## src/rtl/universal_shift_reg.sv

```systemverilog
// N-bit universal shift register: parallel load, logical shift and rotate, run as multi-cycle bursts.
// Optional registered even-parity output is compiled in when USR_PARITY_EN is defined.
module universal_shift_reg #(
  parameter  int N     = 4,
  localparam int AMT_W = $clog2(N + 1)
) (
  input  logic             clk,
  input  logic             reset,
  input  logic             start,
  input  logic [2:0]       op,
  input  logic [AMT_W-1:0] shift_amt,
  input  logic [N-1:0]     parallel_in,
  input  logic             serial_in,
  output logic [N-1:0]     parallel_out,
  output logic             serial_out,
  output logic             busy,
`ifdef USR_PARITY_EN
  output logic             done,
  output logic             parity_out
`else
  output logic             done
`endif
);

  typedef enum logic [1:0] {
    S_IDLE,
    S_RUN,
    S_DONE
  } state_t;

  typedef enum logic [2:0] {
    OP_HOLD  = 3'b000,
    OP_SHR   = 3'b001,
    OP_SHL   = 3'b010,
    OP_LOAD  = 3'b011,
    OP_ROR   = 3'b100,
    OP_ROL   = 3'b101,
    OP_RSV6  = 3'b110,
    OP_RSV7  = 3'b111
  } op_t;

  state_t           state, state_n;
  op_t              op_q, op_n;
  logic [AMT_W-1:0] cnt, cnt_n;
  logic [AMT_W-1:0] amt_clamped;
  logic [N-1:0]     data_q, data_n;
  logic [N-1:0]     q, q_n;
  logic             sout, sout_n;
  logic [N-1:0]     step_q;
  logic             step_out;
  logic             busy_q, done_q;

  assign amt_clamped = (shift_amt > AMT_W'(N)) ? AMT_W'(N) : shift_amt;

  // Single-bit step for the latched op; serial_in is taken live on every step edge.
  always_comb begin
    step_q   = q;
    step_out = sout;
    unique case (op_q)
      OP_SHR: begin
        step_out = q[0];
        step_q   = {serial_in, q[N-1:1]};
      end
      OP_SHL: begin
        step_out = q[N-1];
        step_q   = {q[N-2:0], serial_in};
      end
      OP_ROR: begin
        step_out = q[0];
        step_q   = {q[0], q[N-1:1]};
      end
      OP_ROL: begin
        step_out = q[N-1];
        step_q   = {q[N-2:0], q[N-1]};
      end
      default: begin
        step_q   = q;
        step_out = sout;
      end
    endcase
  end

  always_comb begin
    state_n = state;
    op_n    = op_q;
    cnt_n   = cnt;
    data_n  = data_q;
    q_n     = q;
    sout_n  = sout;
    unique case (state)
      S_IDLE: begin
        if (start) begin
          op_n    = op_t'(op);
          cnt_n   = amt_clamped;
          data_n  = parallel_in;
          state_n = S_RUN;
        end
      end
      S_RUN: begin
        unique case (op_q)
          OP_LOAD: begin
            q_n     = data_q;
            state_n = S_DONE;
          end
          OP_SHR, OP_SHL, OP_ROR, OP_ROL: begin
            // cnt holds the steps still to do; a zero amount finishes at E1 untouched.
            if (cnt == '0) begin
              state_n = S_DONE;
            end else begin
              q_n    = step_q;
              sout_n = step_out;
              cnt_n  = cnt - AMT_W'(1);
              if (cnt == AMT_W'(1)) state_n = S_DONE;
            end
          end
          default: state_n = S_DONE;
        endcase
      end
      S_DONE:  state_n = S_IDLE;
      default: state_n = S_IDLE;
    endcase
  end

  always_ff @(posedge clk) begin
    if (!reset) begin
      state  <= S_IDLE;
      op_q   <= OP_HOLD;
      cnt    <= '0;
      data_q <= '0;
      q      <= '0;
      sout   <= 1'b0;
      busy_q <= 1'b0;
      done_q <= 1'b0;
    end else begin
      state  <= state_n;
      op_q   <= op_n;
      cnt    <= cnt_n;
      data_q <= data_n;
      q      <= q_n;
      sout   <= sout_n;
      busy_q <= (state_n == S_RUN);
      done_q <= (state_n == S_DONE);
    end
  end

  assign parallel_out = q;
  assign serial_out   = sout;
  assign busy         = busy_q;
  assign done         = done_q;

`ifdef USR_PARITY_EN
  logic parity_q;

  always_ff @(posedge clk) begin
    if (!reset) parity_q <= 1'b0;
    else        parity_q <= ^q_n;
  end

  assign parity_out = parity_q;
`endif

endmodule
```

## config.mk

```make
export PLATFORM = sky130hd
export DESIGN_NAME = universal_shift_reg
export DESIGN_NICKNAME = d
export VERILOG_FILES = /design/src/rtl/universal_shift_reg.sv
export SDC_FILE = /design/constraint.sdc
export NUM_CORES = 1
export LEC_CHECK = 0
export CORE_ASPECT_RATIO = 1.1
export CORE_MARGIN = 2
export CORE_UTILIZATION = 44
export CTS_BUF_LIST = sky130_fd_sc_hd__clkbuf_16
export CTS_CLUSTER_DIAMETER = 50
export DETAILED_ROUTE_END_ITERATION = 8
export GPL_TIMING_DRIVEN = 0
export HOLD_SLACK_MARGIN = 0.02
export PLACE_DENSITY = 0.68
export SKIP_CTS_REPAIR_TIMING = 1
export SYNTH_ARGS = -nofsm -noshare
export SYNTH_HDL_FRONTEND = slang
export SYNTH_SLANG_ARGS = --single-unit
```

## constraint.sdc

```tcl
create_clock -name clk -period 1.81 [get_ports clk]
set_input_delay 0.181 -clock clk [delete_from_list [all_inputs] [get_ports clk]]
set_output_delay 0.181 -clock clk [all_outputs]
set_load 0.02 [all_outputs]
```

==> results.json <==
{
  "cpMaxStageDelayCell": "or3_1",
  "clockBufferDepth": 2,
  "nets": 172,
  "combPwrFrac_pct": 22.9,
  "tns_ns": 0,
  "drv_cap": 0,
  "synth_nets": 144,
  "cp_data_required_time_ns": 1.93,
  "grt_setup_unrepaired": "false",
  "antenna_found_initial": 0,
  "synth-async-reset-ratio_pct": 0,
  "routabilityCongestion": 0.852,
  "layout.cells.non_filler": 185,
  "final_common_cell": "clkdlybuf4s50_1",
  "post-route-util_pct": 59.3,
  "design.die.area_um2": 2930,
  "seq_area_frac_synth_pct": 34.4,
  "cts_root_buf": "clkbuf_16",
  "path_clk_slew_ns": 0.05,
  "crit_type": "reg -> reg",
  "grt-ovfl-total": 0,
  "antenna_left": 0,
  "start_util_pct": 45.2,
  "dr_wl_met3_um": 71,
  "area_growth_pct": 31.3,
  "pin_count": 21,
  "rows": 19,
  "max_freq_ghz": 0.582,
  "endpoint_kind": "flip-flop",
  "hold_start": "cnt[0]",
  "wl_met1_um": 1050,
  "final_cell_mix": "clkdlybuf4s50_1 (20), nor2_1 (18), dfxtp_1 (18), mux2i_1 (10), a21oi_1 (7)",
  "intPower_uw": 872,
  "synth_cell_types": 40,
  "hold_path.class": "reg -> reg",
  "avgSynthCellArea_um2": 8.71,
  "critPathMaxFanout": 4,
  "place_area_um2": 1350,
  "power.density_nw_per_um2": 816,
  "synth.ff_latch_count": 19,
  "ys.flop_type": "dfxtp_1",
  "die_width_um": 51.8,
  "setup_ws_ns": 0.0909,
  "cts_made_buffers": 3,
  "antenna_cells": 0,
  "power_frac_seq_pct": 40.1,
  "ys_warn_count": 0,
  "leakage_nw": 0.544,
  "worst-path-buf-inv": 1,
  "grt_pass1_vias": 931,
  "drtIter0Drc": 22,
  "outcome": "completed",
  "coreArea_um2": 2450,
  "hold_viol_final": 0,
  "track_usage_pct": 18.5,
  "routed_via_density": 5.48,
  "place_inst": 178,
  "maxSlewViolCount": 0,
  "fin_crit_ns": 1.72,
  "portBuffers": 20,
  "power_switching_share_pct": 26.5,
  "cp.arrival_ns": 1.84,
  "syn-cell-area_um2": 1110,
  "grt_pass1_wl_um": 4110,
  "wl_per_cell_um": 13.4,
  "max_slew_margin_pct": 63.3,
  "wl_met2_um": 1290,
  "post-place-ws_ns": -0.0961,
  "routed.top_layer": "met4",
  "die_y_um": 56.6,
  "finalInstanceArea_um2": 1450,
  "worstSkewPairLatency_ns": 0.25,
  "wl_um": 2480,
  "critPathLaunchType": "flip-flop",
  "worst_pin_slew_ns": 0.545,
  "firstDrtPassIters": 4,
  "critPathLaunch": "cnt[0]",
  "cts_tree": "built",
  "critical-path-top-delay-family": "simple AND/OR/NAND/NOR gates",
  "syn_inst": 127,
  "r2r_start": "cnt[0]",
  "peakVddDrop_uv": 625,
  "cts_sinks": 19,
  "clockPowerShare_pct": 37.1,
  "cts_max_level": 1,
  "grt_max_degree": 11,
  "p_switching_uw": 314,
  "max_stage_delay_ns": 0.39,
  "dr_total_vias": 1014,
  "skew_ns": 0.00211,
  "min_period_over_period_pct": 95.0,
  "setup_violations": 0,
  "layout-drive-gt1-share_pct": 12.3,
  "synth_edf_count": 0,
  "post-route-drc-count": 0,
  "dp_hpwl_um": 1810,
  "worstPathCellList": "inv_1, ha_2, and3b_1, or3_1, o311ai_1, o31ai_1"
}
kinds of logic after synthesis:
group	Yosys count	share of synthesized area (%)
AO/OA/AOI/OAI	30	20.6
XOR/XNOR	1	0.792
adder cells (fa/ha/maj)	3	3.39
buffers and inverters	11	4.52
flip-flops	19	34.4
multiplexers	13	12.1
AND/OR/NAND/NOR	50	24.2
worst paths after layout:
path,endpoint,slack [ns],cells past startpoint
min reg2reg,cnt[0],0.50,2
max,cnt[2],0.09,6
min,cnt[0],0.50,2
max reg2reg,cnt[2],0.09,6
tightest hold or removal path, cell delays in order, from the launching register on:
cell and delay, ns:
dfxtp_2 0.33, o21ai_0 0.07, a21oi_1 0.06
state kept, by name (all words and copies together), names as in the netlist:
register	flops
done	1
serial_out	1
state	2
cnt	3
data_q	4
busy	1
op_q	3
parallel_out	4
area by class of cell:
cell class                 count  area [um2]
fill                         235         996
tap                           31        38.8
timing repair buffer          23         223
multi-input combinational     97         681
clock buffer                   3        75.1
clock inverter                 1        3.75
inverter                       4        15.0
sequential                    19         382
buffer                         7        35.0
through the flow:
| stage | hold WS, ns | total power, mW |
|---|---|---|
| global placement | 0.488 | 0.740 |
| finish | 0.504 | 1.19 |
| detailed placement | 0.515 | 0.746 |
| global route | 0.527 | 1.25 |
| CTS | 0.521 | 1.19 |
| floorplan | 0.328 | 0.662 |
synthesized netlist by cell type, types with 2 or more instances:
cell,number,area [um2]
a211oi_1,4,30.0
nor4_1,2,12.5
nand3b_1,2,15.0
clkbuf_1,4,15.0
mux2_2,3,33.8
nor3b_1,5,37.5
a21oi_1,7,35.0
ha_1,3,37.5
mux2i_1,10,100
nand2b_1,2,12.5
o21ai_0,6,30.0
inv_1,4,15.0
and3b_1,2,17.5
o21a_1,2,15.0
nor2_1,18,67.6
o22ai_1,2,12.5
nor2b_1,3,18.8
and3_1,2,12.5
nor3_1,3,15.0
nand2_1,5,18.8
dfxtp_1,19,380
routing by layer:
layer,global-route usage (%),vias to the layer above
li1,-,517
met1,22.1,467
met2,32.4,22
met3,2.66,8
met4,7.52,0
met5,0,-
power by group through the flow:
stage               registers (mW)  logic (mW)  clock network [mW]
floorplan                    0.483       0.179                   0
global placement             0.482       0.259                   0
detailed placement           0.483       0.263                   0
CTS                          0.474       0.267               0.449
global route                 0.479       0.300               0.475
finish                       0.475       0.271               0.440
Note: power is estimated with default switching activity, not from simulation.
